<file path="src/rtl/spi_cfg_pkg.sv">
// spi_cfg_pkg: shared constants and FSM encoding
// for the SPI configuration write sequencer.
package spi_cfg_pkg;

  localparam logic [6:0] REG_EN_OUT_LO = 7'h00;
  localparam logic [6:0] REG_EN_OUT_HI = 7'h01;
  localparam logic [6:0] REG_EN_PWM_LO = 7'h02;
  localparam logic [6:0] REG_EN_PWM_HI = 7'h03;
  localparam logic [6:0] REG_PWM_DUTY  = 7'h04;

  localparam int   FRAME_BITS = 16;
  localparam logic WRITE_BIT  = 1'b1;

  typedef enum logic [2:0] {
    S_IDLE,
    S_SETUP,
    S_SHIFT,
    S_HOLD,
    S_GAP
  } state_t;

endpackage

</file>
<file path="src/rtl/spi_cmd_fifo.sv">
// spi_cmd_fifo: synchronous command queue with
// registered level, full and empty flags.
module spi_cmd_fifo #(
  parameter int DEPTH = 4,
  parameter int WIDTH = 15,
  localparam int AW = $clog2(DEPTH),
  localparam int LW = AW + 1
) (
  input  logic             clk,
  input  logic             rst_n,
  input  logic             i_push,
  input  logic             i_pop,
  input  logic [WIDTH-1:0] i_wdata,
  output logic [WIDTH-1:0] o_rdata,
  output logic             o_full,
  output logic             o_empty,
  output logic [LW-1:0]    o_level,
  output logic [LW-1:0]    o_level_nxt
);

  localparam logic [LW-1:0] FULL_LVL = LW'(DEPTH);
  localparam logic [LW-1:0] LVL_ONE  = LW'(1);
  localparam logic [AW-1:0] PTR_ONE  = AW'(1);

  logic [WIDTH-1:0] r_mem [DEPTH];
  logic [AW-1:0]    r_wptr;
  logic [AW-1:0]    r_rptr;
  logic [LW-1:0]    r_level;
  logic             r_full;
  logic             r_empty;
  logic             w_push;
  logic             w_pop;
  logic [LW-1:0]    w_level_nxt;

  assign w_push = i_push & ~r_full;
  assign w_pop  = i_pop & ~r_empty;

  always_comb begin
    w_level_nxt = r_level;
    if (w_push && !w_pop) begin
      w_level_nxt = r_level + LVL_ONE;
    end else if (w_pop && !w_push) begin
      w_level_nxt = r_level - LVL_ONE;
    end
  end

  always_ff @(posedge clk) begin
    if (w_push) begin
      r_mem[r_wptr] <= i_wdata;
    end
  end

  always_ff @(posedge clk or negedge rst_n) begin
    if (!rst_n) begin
      r_wptr  <= '0;
      r_rptr  <= '0;
      r_level <= '0;
      r_full  <= 1'b0;
      r_empty <= 1'b1;
    end else begin
      if (w_push) r_wptr <= r_wptr + PTR_ONE;
      if (w_pop)  r_rptr <= r_rptr + PTR_ONE;
      r_level <= w_level_nxt;
      r_full  <= (w_level_nxt == FULL_LVL);
      r_empty <= (w_level_nxt == '0);
    end
  end

  assign o_rdata     = r_mem[r_rptr];
  assign o_full      = r_full;
  assign o_empty     = r_empty;
  assign o_level     = r_level;
  assign o_level_nxt = w_level_nxt;

endmodule

</file>
<file path="src/rtl/spi_cfg_master.sv">
// spi_cfg_master: queued register writes serialised
// as 16-bit mode-0 SPI frames.
module spi_cfg_master
  import spi_cfg_pkg::*;
#(
  parameter int CLK_DIV    = 4,
  parameter int FIFO_DEPTH = 4,
  parameter int CS_SETUP   = 2,
  parameter int CS_HOLD    = 2,
  parameter int GAP_CYCLES = 4,
  localparam int LW = $clog2(FIFO_DEPTH) + 1
) (
  input  logic          clk,
  input  logic          rst_n,
  input  logic          cmd_valid,
  output logic          cmd_ready,
  input  logic [6:0]    cmd_addr,
  input  logic [7:0]    cmd_data,
  output logic          SCLK,
  output logic          nCS,
  output logic          COPI,
  output logic          busy,
  output logic          frame_done,
  output logic [LW-1:0] fifo_level
);

  if (CLK_DIV < 2 || CLK_DIV > 255) begin : g_bad_div
    $error("CLK_DIV must be 2..255");
  end
  if (FIFO_DEPTH < 2 || FIFO_DEPTH > 16 ||
      (FIFO_DEPTH & (FIFO_DEPTH - 1)) != 0) begin : g_bad_depth
    $error("FIFO_DEPTH must be a power of two, 2..16");
  end
  if (CS_SETUP < 1 || CS_HOLD < 1 || GAP_CYCLES < 1) begin : g_bad_cs
    $error("CS_SETUP, CS_HOLD and GAP_CYCLES must be >= 1");
  end

  localparam int CW = 16;
  localparam logic [CW-1:0] CNT_ONE   = CW'(1);
  localparam logic [CW-1:0] SETUP_END = CW'(CS_SETUP - 1);
  localparam logic [CW-1:0] DIV_END   = CW'(CLK_DIV - 1);
  localparam logic [CW-1:0] HOLD_END  = CW'(CS_HOLD - 1);
  localparam logic [CW-1:0] GAP_END   = CW'(GAP_CYCLES - 1);
  localparam logic [3:0]    LAST_BIT  = 4'(FRAME_BITS - 1);

  state_t        r_state, w_state_nxt;
  logic [CW-1:0] r_cnt, w_cnt_nxt;
  logic [3:0]    r_bit, w_bit_nxt;
  logic [14:0]   r_shift, w_shift_nxt;
  logic          r_sclk, w_sclk_nxt;
  logic          r_ncs, w_ncs_nxt;
  logic          r_copi, w_copi_nxt;
  logic          r_done, w_done_nxt;
  logic          r_busy, w_busy_nxt;

  logic          w_push;
  logic          w_pop;
  logic          w_full;
  logic          w_empty;
  logic [14:0]   w_rdata;
  logic [LW-1:0] w_level;
  logic [LW-1:0] w_level_nxt;

  assign w_push = cmd_valid & ~w_full;

  spi_cmd_fifo #(
    .DEPTH (FIFO_DEPTH),
    .WIDTH (15)
  ) u_fifo (
    .clk         (clk),
    .rst_n       (rst_n),
    .i_push      (w_push),
    .i_pop       (w_pop),
    .i_wdata     ({cmd_addr, cmd_data}),
    .o_rdata     (w_rdata),
    .o_full      (w_full),
    .o_empty     (w_empty),
    .o_level     (w_level),
    .o_level_nxt (w_level_nxt)
  );

  always_comb begin
    w_state_nxt = r_state;
    w_cnt_nxt   = r_cnt + CNT_ONE;
    w_bit_nxt   = r_bit;
    w_shift_nxt = r_shift;
    w_sclk_nxt  = r_sclk;
    w_ncs_nxt   = r_ncs;
    w_copi_nxt  = r_copi;
    w_done_nxt  = 1'b0;
    w_pop       = 1'b0;
    unique case (r_state)
      S_IDLE: begin
        w_cnt_nxt = '0;
        if (!w_empty) begin
          w_pop       = 1'b1;
          w_shift_nxt = w_rdata;
          w_copi_nxt  = WRITE_BIT;
          w_ncs_nxt   = 1'b0;
          w_state_nxt = S_SETUP;
        end
      end
      S_SETUP: begin
        if (r_cnt == SETUP_END) begin
          w_cnt_nxt   = '0;
          w_sclk_nxt  = 1'b1;
          w_bit_nxt   = '0;
          w_state_nxt = S_SHIFT;
        end
      end
      S_SHIFT: begin
        if (r_cnt == DIV_END) begin
          w_cnt_nxt  = '0;
          w_sclk_nxt = ~r_sclk;
          if (!r_sclk) begin
            w_bit_nxt = r_bit + 4'd1;
          end else if (r_bit == LAST_BIT) begin
            // last falling edge: no further rise follows
            w_copi_nxt  = 1'b0;
            w_state_nxt = S_HOLD;
          end else begin
            w_copi_nxt  = r_shift[14];
            w_shift_nxt = {r_shift[13:0], 1'b0};
          end
        end
      end
      S_HOLD: begin
        if (r_cnt == HOLD_END) begin
          w_cnt_nxt   = '0;
          w_ncs_nxt   = 1'b1;
          w_done_nxt  = 1'b1;
          w_state_nxt = S_GAP;
        end
      end
      S_GAP: begin
        if (r_cnt == GAP_END) begin
          w_cnt_nxt   = '0;
          w_state_nxt = S_IDLE;
        end
      end
      default: begin
        w_state_nxt = S_IDLE;
      end
    endcase
    w_busy_nxt = (w_state_nxt != S_IDLE) | (w_level_nxt != '0);
  end

  always_ff @(posedge clk or negedge rst_n) begin
    if (!rst_n) begin
      r_state <= S_IDLE;
      r_cnt   <= '0;
      r_bit   <= '0;
      r_shift <= '0;
      r_sclk  <= 1'b0;
      r_ncs   <= 1'b1;
      r_copi  <= 1'b0;
      r_done  <= 1'b0;
      r_busy  <= 1'b0;
    end else begin
      r_state <= w_state_nxt;
      r_cnt   <= w_cnt_nxt;
      r_bit   <= w_bit_nxt;
      r_shift <= w_shift_nxt;
      r_sclk  <= w_sclk_nxt;
      r_ncs   <= w_ncs_nxt;
      r_copi  <= w_copi_nxt;
      r_done  <= w_done_nxt;
      r_busy  <= w_busy_nxt;
    end
  end

  assign cmd_ready  = ~w_full;
  assign SCLK       = r_sclk;
  assign nCS        = r_ncs;
  assign COPI       = r_copi;
  assign busy       = r_busy;
  assign frame_done = r_done;
  assign fifo_level = w_level;

endmodule

</file>
<file path="config.mk">
export PLATFORM = sky130hd
export DESIGN_NAME = spi_cfg_master
export DESIGN_NICKNAME = d
export VERILOG_FILES = /design/src/rtl/spi_cfg_pkg.sv /design/src/rtl/spi_cmd_fifo.sv /design/src/rtl/spi_cfg_master.sv
export SDC_FILE = /design/constraint.sdc
export NUM_CORES = 1
export LEC_CHECK = 0
export BUFFER_PORTS_ARGS = -buffer_cell sky130_fd_sc_hd__buf_2
export CAP_MARGIN = 5
export CORE_ASPECT_RATIO = 1.2
export CORE_UTILIZATION = 55
export CTS_CLUSTER_SIZE = 8
export DETAILED_ROUTE_END_ITERATION = 6
export PLACE_DENSITY = 0.73
export SLEW_MARGIN = 20
export SYNTH_ARGS = -nofsm -noshare
export SYNTH_HDL_FRONTEND = slang
export SYNTH_SLANG_ARGS = --single-unit
</file>
<file path="constraint.sdc">
create_clock -name clk -period 6.7 [get_ports clk]
set_input_delay 0.67 -clock clk [delete_from_list [all_inputs] [get_ports clk]]
set_output_delay 0.67 -clock clk [all_outputs]
set_load 0.1 [all_outputs]
</file>
==> key figures, run 1 <==
Routing
  – Vias/cell: 5.53
  – Remaining antenna violation count: 0
  – Total wire length: 7.79 mm
  – Drt wl/cell: 15.6 um
  – Iteration-0 DRC Markers: 133
  – Final routed DRC violation total: 0
  – Vias: 2,758
  – Pre-antenna DRT Iters: 4

Timing
  – Setup TNS: 0 ns
  – Max_slew headroom: 41.3%
  – Tcrit/Tclk final: 40.7%
  – Endpoints failing hold: 0
  – Clock skew: 0.0115 ns
  – Hold WS: 0.397 ns
  – Slew @ Worst Pin: 0.874 ns
  – Crit path time final: 2.73 ns
  – Setup violations, final: 0
  – Achievable Freq: 0.366 GHz
  – Slew Viols, Final: 0
  – Final setup margin: between 3 and 4 ns
  – RSZ-0062 raised after global routing: false

Outcome
  – Status: completed

Clocking
  – CTS root buffer: clkbuf_8
  – Clock Latency Late Sink: roughly 0.38 ns
  – Number of gates resized after cts: 0
  – Post-CTS Hold Fix Bufs: 0
  – # H-tree levels: 3
  – CTS sink cnt: 112
  – Max clock buf depth: 2
  – CTS buffer count: 9
  – CTS tree: done
  – Clock transition at path regs: ~0.11 ns
  – Postcts setup bufs: 0

Critical path
  – Reg-to-reg endpoint: r_shift[9]$_DFFE_PN0P_
  – R2R setup slack: 3.97 ns
  – Worst Path Arrival: ~3.0 ns
  – Crit. End Element: register
  – CP endpoint: r_shift[9]$_DFFE_PN0P_
  – Crit. Startpoint: r_cnt[0]$_DFF_PN0_
  – Startpoint Class: register
  – WS Path Type: register to register
  – Crit-path max FO: 15
  – Required @ worst endpoint: ~7 ns
  – Launching point of the worst reg2reg path: r_cnt[0]$_DFF_PN0_
  – FF-to-FF path depth: 6

Yosys
  – Synth cell types: 44
  – Synth Area per Inst: about 14 sq um
  – Ys flop type: edfxtp_1
  – Post-synth ARST share: 46.4%
  – Synth Net Count: 383
  – Ranking of synthesized cells by area: edfxtp_1, dfrtp_1, mux4_2, nand2_1, mux2_2
  – Number of flops mapped to enable cells by yosys: 60
  – Area fraction of the dominant cell type after synthesis: 37.2%
  – Register area share after synthesis: 64.1%
  – Gate Count Post-Synth: about 360
  – #FFs+latches synth: 112
  – Warnings from Yosys: 0
  – Leading area contributor after synthesis: edfxtp_1
  – Post-Syn Area: 0.00484 sq mm

Layout
  – Share of layout cells above drive strength 1: 20.7%
  – Fillers: between 600 and 700
  – Final core occ: 61.1%
  – Finished Cell Area: between 0.005 and 0.006 sq mm
  – Area grow syn2layout: 8.09%
  – Final #Nets: 404
  – Diodes inserted: 0

Floorplanning
  – Placeable Area: ~0.0086 sq mm
  – Die Area: 0.00918 sq mm
  – I/O pins: 27
  – Die width: 87.7 um
  – Height of the die: 105 um
  – Initial Utilization: between 50% and 60%
  – Row count: 37

Global route
  – Largest net degree at the start of global routing: 53
  – Grt total ovfl: 0
  – Number of global-route vias before repair: 2,728
  – Global Route Usage Sum: a little under a fifth
  – First-pass GRT wire length: 12.8 mm
  – Initial antenna violation count: 0

Worst hold path
  – Worst Hold Class: primary input to asynchronous set/reset pin

Flow run
  – Max-cap violation count: 0

Power
  – Peak supply drop: around 0.00022 V
  – Power Density: ~440 mW/mm^2
  – Pleak: 2.11 nW

Place
  – Routability Congestion: between 0.7 and 0.8
  – HPWL Detailed: a little over 5 mm
  – Placed instance area: between 0.005 and 0.006 sq mm
  – IO buf count: 26
  – Pre-CTS WS: 4.03 ns
## cell type report
type	instances	area [sq um]	share of cell area, %
clock inverters	7	58.8	1.12
inverters	11	41.3	0.789
flip-flops and latches	112	3110	59.4
multi-input cells	216	1620	30.9
repair buffers	27	138	2.63
well taps	117	146	2.80
clock buffers	9	124	2.37
## layer usage
layer	vias to the layer above	wire length, um	track usage (%)
li1	1325	-	-
met1	1386	3490	23.4
met2	35	3940	32.2
met3	12	175	3.32
met4	0	182	9.84
met5	-	0	0
## cells in the mapped netlist, types with 5 or more instances
cell type / instances
nand3_1: 7
o21ai_0: 8
nor2_1: 27
xor2_1: 11
mux4_2: 15
ha_1: 9
and2_1: 5
edfxtp_1: 60
inv_1: 11
nor4_1: 6
mux2_2: 13
nand2_1: 50
xnor2_1: 11
and3_1: 10
nand4_1: 6
clkbuf_1: 11
dfrtp_1: 50
## flip-flops by register name, indices dropped and copies added, names as in the netlist
name            count
busy                1
r_state             3
frame_done          1
r_bit               4
SCLK                1
u_fifo.r_rptr       2
r_cnt              16
u_fifo.r_wptr       2
u_fifo.o_full       1
r_shift            15
u_fifo.o_empty      1
u_fifo.o_level      3
u_fifo.r_mem       60
nCS                 1
COPI                1
## cell usage in the layout, fill, tap and decap left out, drive strengths merged, types with 3 or more instances in the layout
master | Yosys | routed
mux2 | 13 | 13
o21ai | 8 | 8
clkbuf | 11 | 9
ha | 9 | 9
nor3 | 3 | 3
edfxtp | 60 | 60
buf | 6 | 27
and3 | 11 | 11
nor4 | 7 | 7
nand3 | 7 | 7
nor3b | 3 | 3
dfrtp | 50 | 50
nor2 | 27 | 27
inv | 11 | 16
and2 | 5 | 5
xor2 | 11 | 11
a21oi | 6 | 6
xnor2 | 11 | 11
and4 | 4 | 4
nand2 | 50 | 50
mux4 | 15 | 15
nand4 | 6 | 6
## worst max-delay path: stages, from the launching register on
cell	delay, ns
dfrtp_1	0.47
ha_1	0.36
nor3b_1	0.27
and4_1	0.30
a31oi_1	0.15
a21oi_2	0.66
mux2_2	0.41
## kinds of logic (layout without fill, tap and decap cells)
group           after synthesis  in the layout  synth area share, %
simple gates                131            131                 13.5
flops                       112            112                 64.1
mux                          30             30                 10.4
buf+inv                      28             54                 2.43
compound gates               24             24                 3.23
xor+xnor                     22             22                 3.98
fa+ha+maj                     9              9                 2.33
## worst min-delay path by stage
stage | end | slack [ns]
2_1_floorplan | COPI$_DFFE_PN0P_ | 0.37
3_3_place_gp | r_shift[2]$_DFFE_PN0P_ | 0.49
3_5_place_dp | r_shift[8]$_DFFE_PN0P_ | 0.50
4_1_cts | SCLK$_DFFE_PN0P_ | 0.41
5_1_grt | r_bit[1]$_DFFE_PN0P_ | 0.45
6_report | frame_done$_DFF_PN0_ | 0.40
## power by group
group | internal [mW] | switching (mW)
clock | 0.143 | 0.239
sequential | 0.911 | 0.151
combinational | 0.342 | 0.509
## metrics by stage
step	total power, mW	std cells
after global placement	1.92	483
after floorplan	1.77	356
final	2.29	499
after CTS	2.32	499
after global routing	2.44	499
after detailed placement	1.94	483
No activity file was read; power rests on OpenSTA's default activity.
==> run 2: changes to the inputs <==
Clock period 6.7 ns to 2.71 ns, I/O delays scaled along.
==> key figures, run 2 (synthesis gave the netlist of run 1 again) <==
Layout
  – Largest regs: u_fifo.r_mem (60), r_cnt (16), r_shift (15)
  – Area grow syn2layout: 11.6%
  – Commonest cells after routing, fill and taps aside: edfxtp_1, dfrtp_1, nand2_1, nor2_1, buf_2
  – Top reg by flops: u_fifo.r_mem
  – Share of layout cells above drive strength 1: 23.6%
  – Finished Cell Area: about 0.0054 sq mm
  – Max reg flops: 60
  – Multi-input logic area: approximately 0.0016 sq mm
  – Final #Nets: 420
  – Register area: 0.00311 sq mm
  – Diodes inserted: 0
  – Commonest non-fill, non-tap cell in the layout: edfxtp_1
  – Fillers: 657

Timing
  – RSZ-0062 raised after global routing: false
  – Clock skew: ~0.014 ns
  – Achievable Freq: 0.429 GHz
  – Final setup margin: 0.378 ns
  – Setup violations, final: 0
  – Max_slew headroom: 48.8%
  – Crit path time final: about 2.3 ns
  – Slew Viols, Final: 0
  – Slew @ Worst Pin: 0.769 ns
  – Endpoints failing hold: 0
  – Setup TNS: 0 ns
  – Tcrit/Tclk final: 86.0%

Global route
  – Busiest metal layer after global routing: met2
  – Grt total ovfl: 0
  – Grt met3 use: 4.50%
  – Largest net degree at the start of global routing: 33
  – Met2 usage: 34.4%
  – Number of global-route vias before repair: roughly 3,000
  – Global Route Usage Sum: 20.0%
  – Initial antenna violation count: 0
  – First-pass GRT wire length: 13.9 mm
  – GR Util met1: about a quarter

Routing
  – Final routed DRC violation total: 0
  – Drt wl/cell: 15.9 um
  – Pre-antenna DRT Iters: 4
  – Remaining antenna violation count: 0
  – Iteration-0 DRC Markers: 106
  – Vias: 2,843
  – Vias/cell: 5.52
  – Total wire length: 8.21 mm

Place
  – Routability Congestion: 0.822
  – IO buf count: 26
  – Placed instance area: between 0.005 and 0.006 sq mm
  – Pre-CTS WS: ~0.40 ns
  – HPWL Detailed: 5.49 mm

Critical path
  – FF-to-FF path depth: 6
  – Startpoint Class: register
  – Reg-to-reg endpoint: r_shift[4]$_DFFE_PN0P_
  – Crit-path max FO: 15
  – Required @ worst endpoint: 2.96 ns
  – Worst Path Arrival: 2.59 ns
  – Crit. End Element: register
  – Launching point of the worst reg2reg path: r_cnt[6]$_DFF_PN0_
  – WS Path Type: register to register
  – R2R setup slack: 0.38 ns

Floorplanning
  – Placeable Area: 0.00856 sq mm
  – I/O pins: 27
  – Initial Utilization: 56.5%
  – Die width: ~88 um
  – Row count: 37
  – Die Area: 0.00918 sq mm
  – Height of the die: between 100 and 150 um

Flow run
  – Max-cap violation count: 0

Clocking
  – CTS tree: done
  – Clock Latency Late Sink: 0.37 ns
  – CTS sink cnt: 112
  – # H-tree levels: 3
  – Max clock buf depth: 2
  – CTS root buffer: clkbuf_8
  – CTS buffer count: 9
  – Clock transition at path regs: 0.12 ns

Worst hold path
  – Hold path startpoint: cmd_addr[0]
  – Worst Hold Class: primary input to register
  – Hold Path Depth: 1
  – Endpoint, Worst Hold: u_fifo.r_mem[2][8]$_DFFE_PP_

Power
  – Power Density: 1110 mW/mm^2
  – Pleak: 2.21 nW
  – Peak supply drop: roughly 0.00052 V

Outcome
  – Status: completed
-- run 2: cell types whose count changed in the layout (fill, tap and decap cells not counted) --
cell / change
clkinv_4: -1
clkinv_8: +3
dfrtp_1: +1
buf_4: +15
dlygate4sd3_1: +1
inv_8: -1
clkinv_1: -1
bufinv_16: +1
dfrtp_2: -1
inv_6: -1
-- run 2: worst max-delay path by stage --
stage	start	endpoint	slack, ns	cells past startpoint
final	r_cnt[6]$_DFF_PN0_	r_shift[4]$_DFFE_PN0P_	0.38	6
after global routing	r_cnt[8]$_DFF_PN0_	r_shift[4]$_DFFE_PN0P_	0.19	6
after CTS	r_cnt[6]$_DFF_PN0_	r_shift[4]$_DFFE_PN0P_	0.38	6
after detailed placement	r_cnt[8]$_DFF_PN0_	r_shift[10]$_DFFE_PN0P_	0.40	6
after global placement	r_state[1]$_DFF_PN0_	busy$_DFF_PN0_	0.46	5
after floorplan	u_fifo.o_level[0]$_DFF_PN0_	busy$_DFF_PN0_	0.18	6
-- run 2: what timing repair did --
| action | CTS | global route |
|---|---|---|
| endpoints found under the hold margin | 19 | 0 |
| hold buffers | 1 | 0 |
| setup buffers | 0 | 0 |
| resized for setup | 0 | 0 |
-- run 2: cell type report --
cell class | count | area share, %
multi-input combinational | 216 | 30.0
inverter | 11 | 0.764
timing repair buffer | 43 | 4.82
sequential | 112 | 57.5
clock buffer | 9 | 2.29
clock inverter | 7 | 1.95
tap | 117 | 2.71
-- run 2: per-layer routing --
layer / share of wire [%] / wire length [um] / up-vias
li1: - / - / 1349
met1: 43 / 3500 / 1443
met2: 53 / 4360 / 43
met3: 3.0 / 245 / 8
met4: 1.3 / 105 / 0
met5: 0 / 0 / -
-- run 2: stage by stage --
step	util [%]	std cells	hold WS (ns)	power, mW
3_3_place_gp	60.3	498	0.249	4.87
5_1_grt	63.1	515	0.0709	6.35
3_5_place_dp	60.3	498	0.248	4.98
2_1_floorplan	-	356	-0.0246	4.38
4_1_cts	63.1	515	0.0841	6.05
6_report	63.1	515	0.0966	5.98
-- run 2: worst max-delay path: stages, from the launching register on --
cell and delay (ns):
dfrtp_1 0.44, nor4_1 0.54, and4_1 0.36, a31oi_1 0.14
a21oi_2 0.13, buf_4 0.24, mux2_2 0.37
-- run 2: power by group --
part           internal [mW]  total [mW]  switching, mW
registers               2.25        2.57          0.325
clock network          0.461        1.06          0.603
logic                  0.959        2.34           1.38
total                   3.67        5.98           2.31
==> run 3: changes to the inputs <==
==> constraint.sdc (replaced) <==
create_clock -name clk -period 2.71 [get_ports clk]
set_input_delay 0.1355 -clock clk [delete_from_list [all_inputs] [get_ports clk]]
set_output_delay 0.1355 -clock clk [all_outputs]
set_load 0.1 [all_outputs]
==> key figures, run 3 (synthesis gave the netlist of run 1 again) <==
Layout
  – Diodes inserted: 0
  – Register area: 0.00311 sq mm
  – Final #Nets: 436
  – Commonest cells after routing, fill and taps aside: edfxtp_1, dfrtp_1, nand2_1, nor2_1, buf_2
  – Finished Cell Area: between 0.005 and 0.006 sq mm
  – Max reg flops: 60
  – Share of layout cells above drive strength 1: 22.9%
  – Commonest non-fill, non-tap cell in the layout: edfxtp_1
  – Area grow syn2layout: 14.1%
  – Final core occ: 64.5%
  – Largest regs: u_fifo.r_mem (60), r_cnt (16), r_shift (15)
  – Fillers: 642
  – Multi-input logic area: 0.00162 sq mm
  – Top reg by flops: u_fifo.r_mem

Timing
  – Clock skew: 0.0141 ns
  – Endpoints failing hold: 0
  – Achievable Freq: 0.419 GHz
  – Slew @ Worst Pin: 0.861 ns
  – Tcrit/Tclk final: about nine tenths
  – Hold WS: 0.259 ns
  – Max_slew headroom: 42.6%
  – RSZ-0062 raised after global routing: false
  – Slew Viols, Final: 0
  – Crit path time final: 2.39 ns
  – Setup violations, final: 0
  – Setup TNS: 0 ns

Routing
  – Remaining antenna violation count: 0
  – Total wire length: 8.51 mm
  – Pre-antenna DRT Iters: 4
  – Drt wl/cell: 16.0 um
  – Final routed DRC violation total: 0
  – Vias: 2,927
  – Iteration-0 DRC Markers: approximately 160
  – Vias/cell: 5.51

Power
  – Power Density: approximately 1100 mW/mm^2
  – Pleak: 2.26 nW
  – Peak supply drop: 0.000575 V

Floorplanning
  – Initial Utilization: 56.5%
  – Die Area: 0.00918 sq mm
  – Placeable Area: 0.00856 sq mm
  – Die width: ~88 um
  – I/O pins: 27
  – Height of the die: around 100 um
  – Row count: 37

Place
  – Placed instance area: 0.00517 sq mm
  – HPWL Detailed: 5.54 mm
  – IO buf count: 26
  – Routability Congestion: 0.818

Clocking
  – CTS root buffer: clkbuf_8
  – Clock transition at path regs: 0.11 ns
  – CTS tree: done
  – CTS sink cnt: 112
  – CTS buffer count: 9
  – Clock Latency Late Sink: 0.37 ns
  – Max clock buf depth: 2
  – # H-tree levels: 3

Critical path
  – Startpoint Class: register
  – Worst Path Arrival: 2.64 ns
  – Required @ worst endpoint: 2.96 ns
  – Crit. End Element: register
  – Crit-path max FO: 15
  – WS Path Type: register to register

Global route
  – First-pass GRT wire length: ~14 mm
  – Number of global-route vias before repair: 3,073
  – Initial antenna violation count: 0
  – Global Route Usage Sum: roughly a fifth
  – Grt total ovfl: 0
  – Largest net degree at the start of global routing: 40

Flow run
  – Max-cap violation count: 0

Worst hold path
  – Worst Hold Class: primary input to register

Outcome
  – Status: completed
[run 3: critical path, stage by stage (launching register included)]
cell	delay, ns
dfrtp_1	0.45
nor4_1	0.56
and4_1	0.38
a31oi_1	0.15
a21oi_2	0.14
buf_4	0.24
mux2_2	0.36
[run 3: path summary, 6_finish.rpt]
| kind | start | end | cells past startpoint | slack (ns) |
|---|---|---|---|---|
| max | r_cnt[8]$_DFF_PN0_ | r_shift[13]$_DFFE_PN0P_ | 6 | 0.32 |
| min | cmd_valid | u_fifo.r_wptr[0]$_DFFE_PN0P_ | 4 | 0.26 |
| max reg2reg | r_cnt[8]$_DFF_PN0_ | r_shift[13]$_DFFE_PN0P_ | 6 | 0.32 |
| min reg2reg | u_fifo.r_rptr[0]$_DFFE_PN0P_ | u_fifo.r_rptr[0]$_DFFE_PN0P_ | 1 | 0.49 |
| max in group asynchronous | rst_n | r_cnt[1]$_DFF_PN0_ | 3 | 1.66 |
| min in group asynchronous | rst_n | frame_done$_DFF_PN0_ | 2 | 0.40 |
[run 3: metrics by stage]
| step | setup WS, ns | total power, mW | cells |
|---|---|---|---|
| after floorplan | 0.180 | 4.38 | 356 |
| after global placement | 0.436 | 4.88 | 499 |
| after detailed placement | 0.359 | 4.97 | 499 |
| after CTS | 0.338 | 5.94 | 531 |
| after global routing | 0.160 | 6.27 | 531 |
| final | 0.323 | 5.88 | 531 |
[run 3: layer usage]
| layer | GRT usage, % | share of wire, % | vias up |
|---|---|---|---|
| met2 | 36.8 | 53 | 48 |
| met4 | 8.43 | 2.2 | 0 |
| met1 | 24.6 | 42 | 1478 |
| li1 | - | - | 1385 |
| met3 | 3.71 | 2.1 | 16 |
| met5 | 0 | 0 | - |
[run 3: what timing repair did]
action                                 CTS  global route
setup endpoints to repair                0             0
hold buffers                            16             0
gates resized for setup                  0             0
setup buffers                            0             0
endpoints found under the hold margin   95             0
[run 3: area by class of cell]
class | count | area share, %
Inverter | 11 | 0.747
Tap cell | 117 | 2.65
Clock buffer | 9 | 2.24
Multi-Input combinational cell | 216 | 29.3
Timing Repair Buffer | 59 | 7.57
Clock inverter | 7 | 1.27
Sequential cell | 112 | 56.2
[run 3: power breakdown]
group	internal, mW	switching (mW)
sequential	2.25	0.320
clock	0.359	0.598
combinational	0.974	1.38
